--- config.mk ---
export PLATFORM = sky130hd
export DESIGN_NAME = traffic_phase_ctrl
export DESIGN_NICKNAME = d
export VERILOG_FILES = /design/src/rtl/traffic_phase_ctrl.sv
export SDC_FILE = /design/constraint.sdc
export NUM_CORES = 1
export LEC_CHECK = 0
export CAP_MARGIN = 15
export CORE_ASPECT_RATIO = 0.7
export CORE_UTILIZATION = 35
export DETAILED_ROUTE_END_ITERATION = 8
export GPL_ROUTABILITY_DRIVEN = 0
export PLACE_DENSITY = 0.63
export SYNTH_ARGS = -nofsm -noshare
export SYNTH_HDL_FRONTEND = slang
export SYNTH_SLANG_ARGS = --single-unit
--- constraint.sdc ---
create_clock -name clk -period 2.4 [get_ports clk]
set_input_delay 0.6 -clock clk [delete_from_list [all_inputs] [get_ports clk]]
set_output_delay 0.6 -clock clk [all_outputs]
set_load 0.03 [all_outputs]
--- src/rtl/traffic_phase_ctrl.sv ---
// traffic_phase_ctrl: four-way intersection phase sequencer driving a companion one-shot timer
// Ports: clk/rst (sync, active-high); ped_req latched crossing request; emerg override level;
//   timer_done from the timer; timer_start/timer_load one-cycle start pulse plus duration;
//   ns_light/ew_light lamps (00 red, 01 yellow, 10 green); walk lamp; phase debug code.
// Optional feature: define EMERG_OVERRIDE_EN to honour emerg (forces the all-red EMERG phase).
module traffic_phase_ctrl #(
    parameter logic [7:0] T_GREEN  = 8'd20,
    parameter logic [7:0] T_YELLOW = 8'd4,
    parameter logic [7:0] T_RED    = 8'd2,
    parameter logic [7:0] T_WALK   = 8'd10
) (
    input  logic       clk,
    input  logic       rst,
    input  logic       ped_req,
    input  logic       emerg,
    input  logic       timer_done,
    output logic       timer_start,
    output logic [7:0] timer_load,
    output logic [1:0] ns_light,
    output logic [1:0] ew_light,
    output logic       walk,
    output logic [2:0] phase
);
    typedef enum logic [2:0] {
        P_NS_G = 3'd0, P_NS_Y = 3'd1, P_RED_A = 3'd2, P_EW_G = 3'd3,
        P_EW_Y = 3'd4, P_RED_B = 3'd5, P_WALK = 3'd6, P_EMERG = 3'd7
    } phase_e;
    // S_ENTRY is the post-reset state: the next edge emits the ARM pulse of the current phase.
    // S_ARM/S_GAP name the cycle currently visible; done is only sampled in S_WAIT.
    typedef enum logic [1:0] {S_ENTRY, S_ARM, S_GAP, S_WAIT} step_e;

    phase_e     phase_q, phase_d;
    step_e      step_q, step_d;
    logic       start_q, start_d, ped_q, ped_d, walk_q, walk_d;
    logic [7:0] load_q, load_d;
    logic [1:0] ns_q, ns_d, ew_q, ew_d;

    function automatic phase_e ring_next(input phase_e p, input logic ped);
        return (p == P_RED_B) ? (ped ? P_WALK : P_NS_G) :
               (p >= P_WALK)  ? P_NS_G : phase_e'(p + 3'd1);
    endfunction

    function automatic logic [7:0] duration(input phase_e p);
        return (p == P_NS_G || p == P_EW_G) ? T_GREEN  :
               (p == P_NS_Y || p == P_EW_Y) ? T_YELLOW :
               (p == P_WALK)                ? T_WALK   : T_RED;
    endfunction

    always_comb begin
        phase_d = phase_q;
        step_d  = (step_q == S_ARM) ? S_GAP : (step_q == S_GAP) ? S_WAIT : step_q;
        start_d = 1'b0;
        if (step_q == S_ENTRY || (step_q == S_WAIT && timer_done)) begin
            phase_d = (step_q == S_ENTRY) ? phase_q : ring_next(phase_q, ped_q);
            step_d  = S_ARM;
            start_d = 1'b1;
        end
`ifdef EMERG_OVERRIDE_EN
        if (emerg) begin
            phase_d = P_EMERG;
            step_d  = S_WAIT;
            start_d = 1'b0;
        end else if (phase_q == P_EMERG) begin
            phase_d = P_RED_B;
            step_d  = S_ARM;
            start_d = 1'b1;
        end
`endif
        load_d = start_d ? duration(phase_d) : load_q;
        // Entering WALK serves the request; a press on that same edge re-arms it.
        ped_d  = (ped_q && !(start_d && phase_d == P_WALK)) || ped_req;
        ns_d   = (phase_d == P_NS_G) ? 2'b10 : (phase_d == P_NS_Y) ? 2'b01 : 2'b00;
        ew_d   = (phase_d == P_EW_G) ? 2'b10 : (phase_d == P_EW_Y) ? 2'b01 : 2'b00;
        walk_d = (phase_d == P_WALK);
    end

`ifndef EMERG_OVERRIDE_EN
    logic unused_emerg;
    assign unused_emerg = emerg;
`endif

    always_ff @(posedge clk) begin
        if (rst) begin
            phase_q <= P_RED_B;
            step_q  <= S_ENTRY;
            start_q <= 1'b0;
            load_q  <= 8'd0;
            ped_q   <= 1'b0;
            ns_q    <= 2'b00;
            ew_q    <= 2'b00;
            walk_q  <= 1'b0;
        end else begin
            phase_q <= phase_d;
            step_q  <= step_d;
            start_q <= start_d;
            load_q  <= load_d;
            ped_q   <= ped_d;
            ns_q    <= ns_d;
            ew_q    <= ew_d;
            walk_q  <= walk_d;
        end
    end

    assign timer_start = start_q;
    assign timer_load  = load_q;
    assign ns_light    = ns_q;
    assign ew_light    = ew_q;
    assign walk        = walk_q;
    assign phase       = phase_q;
endmodule

==> summary.md <==
| Metric | Value |
|---|---|
| Sequential cell area fraction in the yosys report | about 39% |
| Row cnt | 14 |
| Post-route setup TNS | 0 ps |
| Min Hold Slack | roughly 460 ps |
| Fmax | 475 MHz |
| Critical Path Start Type | flop |
| DRC violations left | 0 |
| Worst R2R Start | phase[0]$_SDFF_PP1_ |
| Synth top area share | around two fifths |
| Yosys warnings | 0 |
| Vias | a little under 700 |
| First-pass GRT wire length | 2700 um |
| Port Buffers | 16 |
| Count leader, synth | dfxtp_1 |
| Setup CP Type | reg2out |
| Initial Utilization | about 38% |
| Clock-pin slew on the worst setup and hold paths | approximately 90 ps |
| Fin crit share | 87.7% |
| CTS Hold Bufs | 0 |
| Main synth FF type | dfxtp_1 |
| Core Area | approximately 2200 sq um |
| PD cells | around 720 nW/um^2 |
| Vias in the first global route | between 600 and 700 |
| Cell count after synthesis | about 90 |
| DIE WIDTH | between 60 and 70 um |
| Die height | roughly 43 um |
| Clock sink count | 16 |
| Critical Path Source | phase[0]$_SDFF_PP1_ |
| Final Routed Wirelength | about 1500 um |
| Synth cell count leaders | dfxtp_1, nand2_1, nor2_1 |
| Initial antenna violation count | 0 |
| Area leader, netlist | dfxtp_1 |
| Post-Syn Area | 826 sq um |
| Area delta synth->final | 26.1% |
| Post-CTS Setup Bufs | 0 |
| Fin Clk Skew | approximately 2.2 ps |
| Starting DRT DRC Count | 11 |
| Nature of the critical path endpoint | output port |
| Leak Pwr | roughly 0.44 nW |
| Critical path's top delay family | buffers and inverters |
| Post-synth cell types | 37 |
| Io pins | 22 |
| Final Critical Period | about 2100 ps |
| Top post-synthesis cells by area | dfxtp_1, ha_1, buf_4, nand2_1, nor2_1 |
| Max VDD drop | between 0.3 and 0.4 mV |
| CP Max Fanout | 8 |
| Post-synth ARST share | 0% |
| H-tree depth | 1 |
| Wire per inst | roughly 11 um |
| Final-report max-slew violation count | 0 |
| All-Layer GR Usage | between 10% and 20% |
| Clock root buffer | clkbuf_4 |
| EDFF count, synth | 0 |
| Hold Crit Start | timer_load[3]$_SDFFE_PP0N_ |
| Syn Area/Cell | between 9 and 10 sq um |
| Crit-path cells | clkdlybuf4s50_1 |
| Final net count | between 100 and 150 |
| Status | complete, no violations |
| Slowest-stage cell, CP | clkdlybuf4s50_1 |
| HP Class | reg2reg |
| ANT nets after route | 0 |
| Diode count | 0 |
| RSZ-0062 raised after global routing | no |
| GRT overflow | 0 |
| Yosys reg bits | 16 |
| Crit path buffers/inverters | 1 |
| # Max-Cap Violations | 0 |
| Dpl hpwl | around 1200 um |
| Share of layout cells above drive strength 1 | ~13% |
| Clock latency on the worst-skew pair | about 280 ps |
| # fillers | 226 |
| CTS resizes | 0 |
| Req. time, crit path | ~1800 ps |
| Pin count of the biggest net entering global routing | 10 |
| Final hold viol count | 0 |
| Die ar. | approximately 2600 sq um |
| TritonCTS Buffers | 3 |
| Clock buffer depth | 2 |
| Routed vias/inst | 4.77 |
| Crit path arrival time | 1510 ps |
| Final-report setup violation count | 0 |
| TritonRoute pass-1 iters | 4 |
| CTS tree | built |
| Slowest stage delay, CP | about 730 ps |
[per-stage QoR]
step	instance area (sq um)	utilization (%)	total power, W	setup WS, ps	instances
6_report	1040	47.5	0.000750	294	141
5_1_grt	1040	47.5	0.000798	222	141
4_1_cts	1040	47.5	0.000760	285	141
3_5_place_dp	1000	45.9	0.000584	80.2	137
3_3_place_gp	1000	45.9	0.000578	101	137
2_1_floorplan	837	-	0.000516	232	92
[routing by layer]
metal  vias to the layer above  wire length (um)  global-route usage [%]
met1                       307               769                    18.6
met2                        20               670                    22.2
li1                        344                 -                       -
met4                         0                 8                    2.79
met5                         -                 0                       0
met3                         2                82                    5.56
[power by group]
part           total, W  switching (W)  leakage [nW]  internal (W)
combinational  0.000263       0.000158         0.285      0.000105
sequential     0.000314      0.0000195         0.130      0.000295
clock          0.000173      0.0000803        0.0210     0.0000923
[cell type report]
cell class / instances / area [sq um] / share of cell area, %
Sequential cell: 16 / 320 / 30.8
Multi-Input combinational cell: 64 / 439 / 42.2
Clock buffer: 4 / 36.3 / 3.49
Inverter: 6 / 22.5 / 2.16
Timing Repair Buffer: 19 / 183 / 17.5
Tap cell: 32 / 40.0 / 3.85
[path summary, 6_finish.rpt]
| path | to | depth (start not counted) | slack, ps |
|---|---|---|---|
| worst max-delay path | phase[0] | 1 | 290 |
| worst min-delay path | timer_load[3]$_SDFFE_PP0N_ | 2 | 460 |
| worst max register to register | timer_load[4]$_SDFFE_PP0N_ | 7 | 400 |
| worst min register to register | timer_load[3]$_SDFFE_PP0N_ | 2 | 460 |
[cells by family (layout without fill, tap and decap cells)]
kind of cell               count (synthesis)  in the layout  synth area share, %
and+or+nand+nor                           31             31                 19.2
AOI/OAI and AO/OA                         22             22                 22.0
DFF                                       16             16                 38.8
buffers and inverters                     12             29                 9.39
adders and majority gates                  6              6                 9.09
other                                      1              4                0.454
xor gates and xnor gates                   1              1                 1.06
[cell usage in the layout, fill, tap and decap left out, drive strengths merged]
master | netlist | layout
or4 | 1 | 1
or3 | 1 | 1
o211a | 1 | 1
o21ai | 7 | 7
o211ai | 1 | 1
conb | 1 | 4
nand3 | 3 | 3
clkdlybuf4s50 | 0 | 16
clkbuf | 1 | 4
dfxtp | 16 | 16
a221o | 1 | 1
a21o | 1 | 1
nor2 | 7 | 7
nor2b | 1 | 1
a311o | 1 | 1
o311a | 1 | 1
nand2b | 2 | 2
o31a | 1 | 1
a21oi | 3 | 3
a21boi | 1 | 1
a311oi | 1 | 1
nor3 | 4 | 4
inv | 6 | 6
a32o | 1 | 1
xnor2 | 1 | 1
a32oi | 1 | 1
ha | 6 | 6
nand3b | 1 | 1
o31ai | 1 | 1
and3 | 3 | 3
and3b | 1 | 1
buf | 5 | 3
nand2 | 7 | 7
[flip-flops by register name (all words and copies together), names as in the netlist]
register	flops
ew_light	2
ns_light	2
ped_q	1
phase	3
step_q	2
timer_load	4
timer_start	1
walk	1
(Power assumes the default switching activity.)
